--- src/rtl/dram_port_arbiter.sv ---
// Round-robin arbiter sharing one DRAM bridge port between NREQ requesters.
// One whole transaction per grant: IDLE -> BUSY (enables held) -> RESP (done).
module dram_port_arbiter #(
  parameter int NREQ   = 2,
  parameter int ADDR_W = 32,
  parameter int DATA_W = 32
) (
  input  logic                   clk,
  input  logic                   reset,
  input  logic [NREQ-1:0]        req_read,
  input  logic [NREQ-1:0]        req_write,
  input  logic [NREQ*ADDR_W-1:0] req_addr,
  input  logic [NREQ*DATA_W-1:0] req_wdata,
  output logic [NREQ-1:0]        req_done,
  output logic [DATA_W-1:0]      req_rdata,
  output logic [ADDR_W-1:0]      dramAddress,
  output logic [DATA_W-1:0]      dramWriteData,
  output logic                   readEnable,
  output logic                   writeEnable,
  input  logic [DATA_W-1:0]      dramReadData,
  input  logic                   dramValid,
  output logic                   busy,
  output logic [1:0]             owner
);

  typedef enum logic [1:0] {
    IDLE = 2'd0,
    BUSY = 2'd1,
    RESP = 2'd2
  } state_e;

  state_e            state_q;
  logic [1:0]        rr_ptr_q;
  logic [1:0]        owner_q;
  logic              op_wr_q;
  logic [3:0]        done_q;
  logic [DATA_W-1:0] rdata_q;
  logic [ADDR_W-1:0] addr_q;
  logic [DATA_W-1:0] wdata_q;
  logic              rd_en_q;
  logic              wr_en_q;

  logic [3:0]        req_ext;
  logic [3:0]        wr_ext;
  logic              any_req;
  logic [1:0]        gnt_idx;
  logic [ADDR_W-1:0] gnt_addr;
  logic [DATA_W-1:0] gnt_wdata;
  logic [1:0]        rr_ptr_d;

  // Scan from rr_ptr upward, wrapping at NREQ; first hit wins.
  always_comb begin
    req_ext = '0;
    wr_ext  = '0;
    req_ext[NREQ-1:0] = req_read | req_write;
    wr_ext[NREQ-1:0]  = req_write;
    any_req = 1'b0;
    gnt_idx = '0;
    for (int k = 0; k < NREQ; k++) begin
      logic [1:0] cand;
      cand = 2'((int'(rr_ptr_q) + k) % NREQ);
      if (!any_req && req_ext[cand]) begin
        any_req = 1'b1;
        gnt_idx = cand;
      end
    end
    gnt_addr  = req_addr[int'(gnt_idx)*ADDR_W +: ADDR_W];
    gnt_wdata = req_wdata[int'(gnt_idx)*DATA_W +: DATA_W];
  end

  assign rr_ptr_d = (owner_q == 2'(NREQ-1)) ? 2'd0 : owner_q + 2'd1;

  always_ff @(posedge clk) begin
    if (reset) begin
      state_q  <= IDLE;
      rr_ptr_q <= '0;
      owner_q  <= '0;
      op_wr_q  <= 1'b0;
      done_q   <= '0;
      rdata_q  <= '0;
      addr_q   <= '0;
      wdata_q  <= '0;
      rd_en_q  <= 1'b0;
      wr_en_q  <= 1'b0;
    end else begin
      done_q <= '0;
      unique case (state_q)
        IDLE: begin
          if (any_req) begin
            owner_q <= gnt_idx;
            op_wr_q <= wr_ext[gnt_idx];
            addr_q  <= gnt_addr;
            wdata_q <= gnt_wdata;
            rd_en_q <= ~wr_ext[gnt_idx];
            wr_en_q <= wr_ext[gnt_idx];
            state_q <= BUSY;
          end
        end
        BUSY: begin
          if (dramValid) begin
            if (!op_wr_q) rdata_q <= dramReadData;
            rd_en_q <= 1'b0;
            wr_en_q <= 1'b0;
            done_q  <= 4'b0001 << owner_q;
            state_q <= RESP;
          end
        end
        RESP: begin
          rr_ptr_q <= rr_ptr_d;
          state_q  <= IDLE;
        end
        default: state_q <= IDLE;
      endcase
    end
  end

  assign req_done      = done_q[NREQ-1:0];
  assign req_rdata     = rdata_q;
  assign dramAddress   = addr_q;
  assign dramWriteData = wdata_q;
  assign readEnable    = rd_en_q;
  assign writeEnable   = wr_en_q;
  assign busy          = (state_q != IDLE);
  assign owner         = owner_q;

endmodule
--- config.mk ---
export PLATFORM = sky130hd
export DESIGN_NAME = dram_port_arbiter
export DESIGN_NICKNAME = d
export VERILOG_FILES = /design/src/rtl/dram_port_arbiter.sv
export SDC_FILE = /design/constraint.sdc
export NUM_CORES = 1
export LEC_CHECK = 0
export BUFFER_PORTS_ARGS = -buffer_cell sky130_fd_sc_hd__buf_2
export CAP_MARGIN = 0
export CORE_AREA = 2 2 106 108
export CTS_BUF_LIST = sky130_fd_sc_hd__clkbuf_8
export CTS_CLUSTER_DIAMETER = 150
export CTS_CLUSTER_SIZE = 20
export DETAILED_ROUTE_END_ITERATION = 10
export DIE_AREA = 0 0 108 110
export GPL_TIMING_DRIVEN = 0
export PLACE_DENSITY = 0.79
export SLEW_MARGIN = 25
export SYNTH_ARGS = -nofsm -noshare
export SYNTH_HDL_FRONTEND = slang
export SYNTH_SLANG_ARGS = --single-unit
--- constraint.sdc ---
create_clock -name clk -period 3.7 [get_ports clk]
set_input_delay 0.74 -clock clk [delete_from_list [all_inputs] [get_ports clk]]
set_output_delay 0.74 -clock clk [all_outputs]
set_load 0.05 [all_outputs]
# Word level (Yosys, flattened, before mapping)
# Index checks and enable logic that the tools add are counted.
[classes]
eq_ne = 5
n_lt_le_gt_ge = 3
shift = 3
add_sub_neg = 2
n_bitwise = 6
mux = 19
n_reduce_logical = 10
[ops]
columns = ["operator", "count"]
rows = [
  ["$shiftx A64 B8 Y32", 2],
  ["$mux W1", 11],
  ["$lt A2 B3 Y1 const B", 2],
  ["$mux W2", 3],
  ["$reduce_and A3 Y1", 2],
  ["$bmux W1 S2", 2],
  ["$eq A2 B1 Y1 const B", 2],
  ["$ne A2 B2 Y1 const B", 2],
  ["$not A1 Y1", 4],
  ["$pmux W1 S2", 2],
  ["$pmux W2 S2", 1],
  ["$reduce_and A2 Y1", 2],
  ["$reduce_bool A2 Y1", 2],
  ["$lt A1 B3 Y1 const B", 1],
  ["$reduce_or A3 Y1", 1],
  ["$add A1 B1 Y1 const B", 2],
  ["$eq A2 B2 Y1 const B", 1],
  ["$logic_not A2 Y1", 1],
  ["$or A2 B2 Y2", 1],
  ["$shl A1 B2 Y2 const A", 1],
  ["$and A1 B1 Y1 const A", 1],
  ["$logic_and A1 B1 Y1", 1],
  ["$logic_not A1 Y1", 1],
]
[totals]
ff_bits = 106
input_bits = 167
word_cells = 58

# Logic depth before layout (Yosys ltp)
# Gate-level depths: netlist (run 1).
[depth]
ltp_word = 12
depth_mapped = 7
ltp_nobuf = 4

# Worst setup path after synthesis (run 1)
# No wires, ideal clock.
[synth_path]
kind = "input-to-reg"
from = "input port reset"
to = "register addr_q[0] (netlist: dramAddress[0])"
path_slack_ps = 1902
t_required_ps = 3554
setup_ps = 146
path_buffers = 3
arrival_time_ps = 1652
cell_stages = 4
cell_sequence = "clkbuf_1 -> clkbuf_1 -> clkbuf_1 -> a211oi_2"
[synth_rtl]
columns = ["item", "line_no", "text"]
rows = [
  ["from (decl)", "9", "input logic reset,"],
  ["to (signal assigned)", "92", "addr_q <= gnt_addr;"],
  ["to (decl)", "38", "logic [ADDR_W-1:0] addr_q;"],
]
# No word-level cell between the ends.

# Worst setup path after layout (run 1)
[layout_path]
from = "register state_q[1]"
to = "output port busy"
[layout_between]
elab_chain_cells = 1
[layout_lines]
columns = ["item", "line_no", "text"]
rows = [
  ["from (decl)", "32", "state_e state_q;"],
  ["from (signal assigned)", "75", "state_q <= IDLE;"],
  ["from (signal assigned)", "96", "state_q <= BUSY;"],
  ["from (signal assigned)", "105", "state_q <= RESP;"],
  ["$reduce_bool A2 Y1", "123", "assign busy = (state_q != IDLE);"],
  ["to (decl)", "22", "output logic busy,"],
]
# No other way between the ends.

==> results of run 1 <==
-- how the worst min path moves through the flow --
stage / startpoint / end / slack [ns] / depth (start not counted)
5_1_grt: req_rdata[21] / req_rdata[21] / 0.48 / 2
3_5_place_dp: req_rdata[21] / req_rdata[21] / 0.44 / 2
3_3_place_gp: req_rdata[11] / req_rdata[11] / 0.44 / 2
2_1_floorplan: op_wr_q / op_wr_q / 0.45 / 2
4_1_cts: req_rdata[21] / req_rdata[21] / 0.46 / 2
6_report: req_rdata[30] / req_rdata[30] / 0.45 / 2
-- stage by stage --
step / instance area, um^2 / instances / util
after floorplan: 4560 / 542 / -
after global placement: 6070 / 949 / 0.567
final: 6240 / 965 / 0.584
after detailed placement: 6070 / 949 / 0.567
after CTS: 6240 / 965 / 0.584
after global routing: 6240 / 965 / 0.584
-- layer usage --
metal | GRT usage | part of all wire | vias up
li1 | - | - | 2383
met1 | 0.246 | 0.40 | 2124
met2 | 0.386 | 0.49 | 184
met3 | 0.0641 | 0.094 | 16
met4 | 0.0714 | 0.015 | 0
met5 | 0 | 0 | -
-- cells in the final DEF, fill, tap and decap left out, types with 2 or more instances in the layout --
master and n:
clkinvlp_4 2, clkbuf_1 12, and2_1 2, a211oi_2 49
nand3_1 2, nor2_1 68, a21oi_1 93, a211oi_1 15
a21oi_2 11, buf_6 6, clkbuf_8 10, dfxtp_1 105
buf_2 285, buf_4 12, or2_2 2, nand2_1 132
inv_1 5
-- cell families after synthesis --
| group | count (synthesis) | synth area share |
|---|---|---|
| buffers and inverters | 52 | 0.0675 |
| and+or+nand+nor | 212 | 0.181 |
| DFF | 105 | 0.461 |
| AOI/OAI and AO/OA | 172 | 0.290 |
| other | 1 | 0.000822 |
-- area by class of cell --
cell class                 instances  area share
buffer                            49      0.0475
clock inverter                     6     0.00581
clock buffer                      10      0.0220
inverter                           3     0.00180
tap                              140      0.0281
sequential                       105       0.337
multi-input combinational        385       0.344
timing repair buffer             267       0.214
-- power by group through the flow --
stage	clock network, mW	registers [mW]	logic, mW
after floorplan	0	1.69	0.399
after global placement	0	1.31	1.05
after detailed placement	0	1.32	1.06
after CTS	0.663	1.29	1.06
after global routing	0.704	1.31	1.13
final	0.640	1.29	1.05
-- flip-flops by register name (all words and copies together) (netlist names) --
register and count:
dramAddress 32, writeEnable 1, rr_ptr_q 1, op_wr_q 1, owner 1, done_q 2, dramWriteData 32, readEnable 1
state_q 2, req_rdata 32
-- worst reg2reg max path, delay by kind of cell, from the launching register on --
family	cells	cell delay, ns
AOI/OAI and AO/OA	3	0.50
buffers and inverters	2	0.47
DFF	1	0.38
and+or+nand+nor	1	0.13
==> results.sh, run 1 <==
export IMPL_status="complete, no violations"
export IMPL_slowest_stage="dfxtp_1"
export IMPL_gp_congestion=0.817
export IMPL_synth_flop_cell="dfxtp_1"
export IMPL_syn2layout_area_growth_pct=37.0
export IMPL_post_cts_setup_buffers=0
export IMPL_netlist_top_cells_count="132 x nand2_1, 105 x dfxtp_1, 93 x a21oi_1"
export IMPL_synth_area_leaders="dfxtp_1 46%, a211oi_2 13%, nand2_1 11%"
export IMPL_ff_latch_area_um2=2100
export IMPL_fill_cells=996
export IMPL_finalClockSkew_ns=0.0132
export IMPL_drv_cap=0
export IMPL_cp_required_ns=2.96
export IMPL_ys_seq_area_frac=0.461
export IMPL_die_w_um=108
export IMPL_max_freq_mhz=522
export IMPL_grt_overflow=0
export IMPL_critPathArrivalTime_ns=1.18
export IMPL_endpoint_kind="output port"
export IMPL_crit_fanout=4
export IMPL_initial_core_util=0.426
export IMPL_endpoint="busy"
export IMPL_fp_coreArea_um2=10700
export IMPL_ant_nets=0
export IMPL_fp_dieArea_um2=11900
export IMPL_rsz0062_at_grt="no"
export IMPL_multiInputGateArea_um2=2150
export IMPL_place_hpwl_um=10300
export IMPL_min_path_type="flip-flop to flip-flop"
export IMPL_track_usage=0.215
export IMPL_synthCells=542
export IMPL_cp_start_kind="flip-flop"
export IMPL_grt_start_max_net_pins=17
export IMPL_synth_top_area_cell="dfxtp_1"
export IMPL_numCtsBuffers=9
export IMPL_synth_cell_type_count=27
export IMPL_power_frac_comb=0.352
export IMPL_syn_area_um2=4560
export IMPL_drtPass1Iterations=4
export IMPL_drv_slew=0
export IMPL_setup_tns_ns=0
export IMPL_worstPathCellList="or2_4, buf_2"
export IMPL_nets=987
export IMPL_critPathMaxStageDelay_ns=0.33
export IMPL_finalCriticalPeriod_ns=1.92
export IMPL_cts_tree="yes"
export IMPL_power_internal_mw=1.82
export IMPL_pwr_share_clk=0.215
export IMPL_post_synth_top_count_cell="nand2_1"
export IMPL_finalPower_mw=2.98
export IMPL_switching_share=0.391
export IMPL_htree_levels=3
export IMPL_clk_pin_slew_ns=0.10
export IMPL_grt_pass1_wl_um=20200
export IMPL_cts_resized=0
export IMPL_startpoint="state_q[1]"
export IMPL_power_leakage_nw=3.05
export IMPL_reg2reg_from="rr_ptr_q[0]"
export IMPL_critPathKind="flip-flop to output port"
export IMPL_num_antenna_cells=0
export IMPL_drt_iter0_drc=217
export IMPL_postCtsHoldBufs=0
export IMPL_yosys_warnings=0
export IMPL_avgRoutedWirePerCell_um=13.9
export IMPL_power_density_nw_per_um2=478
export IMPL_avgSynthCellArea_um2=8.41
export IMPL_cts_max_path_buffers=2
export IMPL_viasPerCell=4.88
export IMPL_ys_ff_latch=105
export IMPL_die_height_um=110
export IMPL_r2r_cells=6
export IMPL_reg2reg_slack_ns=2.15
export IMPL_finalCritPeriodShare=0.518
export IMPL_io_buffers=267
export IMPL_crit_family="flip-flops"
export IMPL_synth_nets=709
export IMPL_rows=38
export IMPL_grt_pass1_vias=4346
export IMPL_rr_endpoint="dramWriteData[5]"
export IMPL_seq_power_share=0.433
export IMPL_cts_root_buf="clkbuf_8"
export IMPL_crit_cells=2
export IMPL_layout_drive_gt1_share=0.462
export IMPL_finalSetupViolCount=0
export IMPL_async_flop_share=0
export IMPL_path_buf_inv=1
export IMPL_setup_ws_ns=1.78
export IMPL_power_switching_mw=1.17
export IMPL_ir_drop_mv=0.239
export IMPL_synth_edf_count=0
export IMPL_cts_num_sinks=105
export IMPL_place_ws_ns=1.41
export IMPL_whs_ns=0.455
export IMPL_synth_top_area_share=0.461
export IMPL_antenna_found_initial=0
export IMPL_vias=4707
export IMPL_slew_headroom=0.518
export IMPL_hold_violations=0
export IMPL_clk_latency_ns=0.36
export IMPL_worst_pin_slew_ns=0.723
export IMPL_drt_wl_total_um=13400
export IMPL_drc_errors=0
export IMPL_pin_count=270
(Power assumes the default switching activity.)
==> inputs of run 2 (changes only) <==
--- a/config.mk
+++ b/config.mk
@@ -5,16 +5,17 @@
 export SDC_FILE = /design/constraint.sdc
 export NUM_CORES = 1
 export LEC_CHECK = 0
+export ABC_AREA = 1
 export BUFFER_PORTS_ARGS = -buffer_cell sky130_fd_sc_hd__buf_2
 export CAP_MARGIN = 0
-export CORE_AREA = 2 2 106 108
+export CORE_MARGIN = 2
+export CORE_UTILIZATION = 46
 export CTS_BUF_LIST = sky130_fd_sc_hd__clkbuf_8
 export CTS_CLUSTER_DIAMETER = 150
 export CTS_CLUSTER_SIZE = 20
 export DETAILED_ROUTE_END_ITERATION = 10
-export DIE_AREA = 0 0 108 110
 export GPL_TIMING_DRIVEN = 0
-export PLACE_DENSITY = 0.79
+export PLACE_DENSITY = 0.82
 export SLEW_MARGIN = 25
 export SYNTH_ARGS = -nofsm -noshare
 export SYNTH_HDL_FRONTEND = slang
==> constraint.sdc (replaced) <==
create_clock -name clk -period 1.8 [get_ports clk]
set_input_delay 0.36 -clock clk [delete_from_list [all_inputs] [get_ports clk]]
set_output_delay 0.36 -clock clk [all_outputs]
set_load 0.05 [all_outputs]
==> run 2 against run 1 <==
Against the previous run:
- combinational power rose by 130%
- largest power group unchanged
- critical path type unchanged
- highest routed layer unchanged
- utilization grew 6.1 points
- die area decreased by 2.2%
- non-clock buffer count fell by 3
- sequential power up 110%
- critical endpoint unchanged
==> results.sh, run 2 <==
export IMPL_track_usage=0.249
export IMPL_grt_overflow=0
export IMPL_place_hpwl_um=11400
export IMPL_drv_slew=0
export IMPL_whs_ns=0.211
export IMPL_setup_tns_ns=0
export IMPL_critPathKind="flip-flop to output port"
export IMPL_final_common_cell="buf_2"
export IMPL_critPathArrivalTime_ns=1.21
export IMPL_ir_drop_mv=0.525
export IMPL_synthCells=737
export IMPL_met1_usage=0.293
export IMPL_ant_nets=0
export IMPL_synth_flop_cell="dfxtp_1"
export IMPL_rsz0062_at_grt="no"
export IMPL_initial_core_util=0.478
export IMPL_numCtsBuffers=9
export IMPL_clk_pin_slew_ns=0.10
export IMPL_drc_errors=0
export IMPL_drt_iter0_drc=276
export IMPL_grt_start_max_net_pins=17
export IMPL_cp_start_kind="flip-flop"
export IMPL_cts_root_buf="clkbuf_8"
export IMPL_synth_area_leaders="dfxtp_1 42%, nand2_1 15%, nor2_1 11%"
export IMPL_gp_congestion=0.850
export IMPL_syn2layout_area_growth_pct=35.0
export IMPL_synth_edf_count=0
export IMPL_synth_top_area_share=0.424
export IMPL_muxShareOfSynthArea=0
export IMPL_finalSetupViolCount=0
export IMPL_endpoint_kind="output port"
export IMPL_min_path_type="input port to flip-flop"
export IMPL_yosys_warnings=0
export IMPL_avgSynthCellArea_um2=6.72
export IMPL_cts_tree="yes"
export IMPL_finalClockSkew_ns=0.00811
export IMPL_layout_common_cells="291 x buf_2, 199 x nand2_1, 149 x nor2_1"
export IMPL_vias=5311
export IMPL_nets=1182
export IMPL_power_density_nw_per_um2=1000
export IMPL_cts_num_sinks=105
export IMPL_final_cells=1156
export IMPL_power_leakage_nw=4.00
export IMPL_post_cts_setup_buffers=0
export IMPL_grt_pass1_wl_um=23000
export IMPL_drtPass1Iterations=5
export IMPL_synth_cell_type_count=24
export IMPL_drv_cap=0
export IMPL_die_w_um=108
export IMPL_multiInputGateArea_um2=2230
export IMPL_fill_cells=1013
export IMPL_status="complete, no violations"
export IMPL_synth_top_family_by_area="simple AND/OR/NAND/NOR gates"
export IMPL_antenna_found_initial=0
export IMPL_synth_top_area_cell="dfxtp_1"
export IMPL_synth_xor_area_frac=0
export IMPL_met3_usage=0.0611
export IMPL_ys_ff_latch=105
export IMPL_synthAdderAreaFrac=0
export IMPL_finalCritPeriodShare=0.873
export IMPL_ys_seq_area_frac=0.424
export IMPL_place_inst=1140
export IMPL_gr_usage_met2=0.435
export IMPL_netlist_top_cells_count="199 x nand2_1, 149 x nor2_1, 105 x dfxtp_1"
export IMPL_max_freq_mhz=636
export IMPL_async_flop_share=0
export IMPL_pin_count=270
export IMPL_htree_levels=3
export IMPL_rows=37
export IMPL_hold_violations=0
export IMPL_drt_wl_total_um=14800
export IMPL_post_synth_top_count_cell="nand2_1"
export IMPL_viasPerCell=4.59
export IMPL_finalCriticalPeriod_ns=1.57
export IMPL_fp_dieArea_um2=11600
export IMPL_num_antenna_cells=0
export IMPL_syn_area_um2=4950
export IMPL_die_height_um=108
export IMPL_yosys_area_share_simple=0.409
export IMPL_io_buffers=267
export IMPL_grt_pass1_vias=4996
export IMPL_crit_fanout=4
export IMPL_avgRoutedWirePerCell_um=12.8
export IMPL_top_usage_layer="met2"
export IMPL_ff_latch_area_um2=2100
export IMPL_synth_compound_area_frac=0.0407
export IMPL_postCtsHoldBufs=0
export IMPL_cts_resized=0
export IMPL_clk_latency_ns=0.36
export IMPL_synth_nets=904
export IMPL_cp_required_ns=1.44
export IMPL_cts_max_path_buffers=2
export IMPL_fp_coreArea_um2=10400
export IMPL_layout_drive_gt1_share=0.376
## run 2: cell types whose count changed in the layout (fill, tap and decap cells not counted), moves of 52 or more
cell and delta:
nor2_1 +81, a21oi_1 -89, nand3_1 +63, inv_1 +65
nand2_1 +67, nor2_2 +52
## run 2: layout make-up
cell class / count / share of cell area
Multi-Input combinational cell: 513 / 0.334
Timing Repair Buffer: 267 / 0.200
Clock inverter: 3 / 0.00692
Inverter: 73 / 0.0414
Clock buffer: 13 / 0.0268
Sequential cell: 105 / 0.314
Buffer: 46 / 0.0517
Tap cell: 136 / 0.0255
## run 2: per-stage QoR
stage	utilization	power (mW)	setup slack (ns)	instance area (um^2)
after floorplan	-	4.51	0.495	4950
after global placement	0.623	5.12	0.195	6460
after detailed placement	0.623	5.16	0.171	6460
after CTS	0.645	6.75	0.203	6690
after global routing	0.645	7.07	0.168	6690
final	0.645	6.71	0.228	6690
## run 2: per-layer routing
layer | vias to the layer above | wire length (um)
li1 | 2776 | -
met1 | 2327 | 6160
met2 | 189 | 7280
met3 | 19 | 1130
met4 | 0 | 266
met5 | - | 0
## run 2: kinds of logic (layout without fill, tap and decap cells)
kind of cell,after synthesis,after routing
compound gates,39,39
buf+inv,119,402
flops,105,105
other cells,1,1
simple gates,473,473
## run 2: final timing paths
| kind | start | end | slack (ns) | cells after the start |
|---|---|---|---|---|
| hold / removal | dramReadData[11] | req_rdata[11] | 0.21 | 3 |
| hold reg to reg | readEnable | readEnable | 0.50 | 2 |
| setup reg to reg | state_q[1] | dramWriteData[22] | 0.39 | 8 |
| setup / recovery | state_q[1] | busy | 0.23 | 3 |
## run 2: worst max-delay path, stage by stage, from the launching register on
cell and delay [ns]:
dfxtp_1 0.47, nor2_4 0.08, inv_1 0.05, buf_2 0.25
## run 2: power breakdown
part / internal, mW / total, mW / leakage (nW) / switching (mW)
clock network: 0.799 / 1.61 / 0.112 / 0.810
registers: 2.57 / 2.72 / 0.868 / 0.147
logic: 0.717 / 2.38 / 3.02 / 1.67
total: 4.09 / 6.71 / 4.00 / 2.63
==> inputs of run 3 (changes only) <==
--- a/config.mk
+++ b/config.mk
@@ -15,6 +15,7 @@
 export CTS_CLUSTER_SIZE = 20
 export DETAILED_ROUTE_END_ITERATION = 10
 export GPL_TIMING_DRIVEN = 0
+export MAX_ROUTING_LAYER = met4
 export PLACE_DENSITY = 0.82
 export SLEW_MARGIN = 25
 export SYNTH_ARGS = -nofsm -noshare
==> run 3 against run 2 <==
Against the previous run:
- flip-flop and latch count stayed put
- final cell count stayed put
- via count is 0.30% higher
- setup slack better by 0.0037 ns
- clock power hardly changed
- wire length is 0.27% lower
- non-clock buffer count stayed put
- final area stayed put
- first-iteration DRC count is 1.4% lower
- utilization stayed put
- clock skew is 0.0023 ns higher
==> results.sh, run 3 (same netlist as run 2, synthesis figures left out) <==
export IMPL_drv_slew=0
export IMPL_finalCriticalPeriod_ns=1.57
export IMPL_track_usage=0.256
export IMPL_grt_start_max_net_pins=17
export IMPL_critPathKind="flip-flop to output port"
export IMPL_io_buffers=267
export IMPL_cts_root_buf="clkbuf_8"
export IMPL_cts_tree="yes"
export IMPL_fp_coreArea_um2=10400
export IMPL_antenna_found_initial=0
export IMPL_finalSetupViolCount=0
export IMPL_place_inst=1140
export IMPL_grt_pass1_wl_um=23000
export IMPL_clk_pin_slew_ns=0.10
export IMPL_vias=5327
export IMPL_place_ws_ns=0.171
export IMPL_cp_required_ns=1.44
export IMPL_rsz0062_at_grt="no"
export IMPL_place_area_um2=6460
export IMPL_worstPathCellList="nor2_4, inv_1, buf_2"
export IMPL_grt_pass1_vias=5004
export IMPL_htree_levels=3
export IMPL_postCtsHoldBufs=0
export IMPL_num_antenna_cells=0
export IMPL_pin_count=270
export IMPL_slowest_stage="dfxtp_1"
export IMPL_cts_max_path_buffers=2
export IMPL_setup_tns_ns=0
export IMPL_die_w_um=108
export IMPL_power_density_nw_per_um2=1000
export IMPL_path_buf_inv=2
export IMPL_multiInputGateArea_um2=2230
export IMPL_fp_dieArea_um2=11600
export IMPL_rows=37
export IMPL_viasPerCell=4.61
export IMPL_ir_drop_mv=0.525
export IMPL_drc_errors=0
export IMPL_die_height_um=108
export IMPL_avgRoutedWirePerCell_um=12.8
export IMPL_nets=1182
export IMPL_drtPass1Iterations=5
export IMPL_hold_violations=0
export IMPL_finalCritPeriodShare=0.871
export IMPL_ant_nets=0
export IMPL_cp_start_kind="flip-flop"
export IMPL_ff_latch_area_um2=2100
export IMPL_initial_core_util=0.478
export IMPL_final_cells=1156
export IMPL_endpoint_kind="output port"
export IMPL_fill_cells=1013
export IMPL_drt_iter0_drc=272
export IMPL_place_hpwl_um=11400
export IMPL_clk_latency_ns=0.36
export IMPL_gp_congestion=0.863
export IMPL_crit_family="flip-flops"
export IMPL_finalPower_mw=6.71
export IMPL_critPathArrivalTime_ns=1.21
export IMPL_numCtsBuffers=9
export IMPL_min_path_type="input port to flip-flop"
export IMPL_syn2layout_area_growth_pct=35.0
export IMPL_whs_ns=0.215
export IMPL_setup_ws_ns=0.232
export IMPL_max_freq_mhz=638
export IMPL_layout_common_cells="291 x buf_2, 199 x nand2_1, 149 x nor2_1"
export IMPL_drt_wl_total_um=14800
export IMPL_drv_cap=0
export IMPL_fin_util=0.645
export IMPL_finalClockSkew_ns=0.0104
export IMPL_reg2reg_slack_ns=0.39
export IMPL_final_area_um2=6690
export IMPL_layout_drive_gt1_share=0.376
export IMPL_post_cts_setup_buffers=0
export IMPL_final_common_cell="buf_2"
export IMPL_status="complete, no violations"
export IMPL_cts_num_sinks=105
export IMPL_critPathMaxStageDelay_ns=0.47
export IMPL_crit_fanout=4
export IMPL_power_leakage_nw=4.00
export IMPL_grt_overflow=0
export IMPL_cts_resized=0
## run 3: cell counts in the layout (fill, tap and decap cells not counted)
Identical to the previous run, type by type.
## run 3: worst min-delay path: cells and delay by family
kind	cells	cell delay, ns
buffers and inverters	1	0.07
and+or+nand+nor	2	0.11
## run 3: power breakdown
part           leakage (nW)  switching, mW  internal [mW]
registers             0.868          0.147           2.57
logic                  3.02           1.67          0.717
clock network         0.112          0.805          0.799
## run 3: final timing paths
check,startpoint,end,cells past startpoint
worst max register to register,state_q[1],dramWriteData[22],8
worst max-delay path,state_q[1],busy,3
worst min-delay path,dramReadData[10],req_rdata[10],3
worst min register to register,readEnable,readEnable,2
## run 3: area by class of cell
| cell class | count | area share |
|---|---|---|
| Buffer | 46 | 0.0517 |
| Clock buffer | 13 | 0.0268 |
| Clock inverter | 3 | 0.00692 |
| Inverter | 73 | 0.0414 |
| Multi-Input combinational cell | 513 | 0.334 |
| Sequential cell | 105 | 0.314 |
| Tap cell | 136 | 0.0255 |
| Timing Repair Buffer | 267 | 0.200 |
## run 3: layer usage
layer	wire (um)	GRT usage	part of all wire
met5	0	-	0
met4	325	0.0925	0.022
met3	1050	0.0436	0.071
met2	7220	0.436	0.49
met1	6200	0.303	0.42
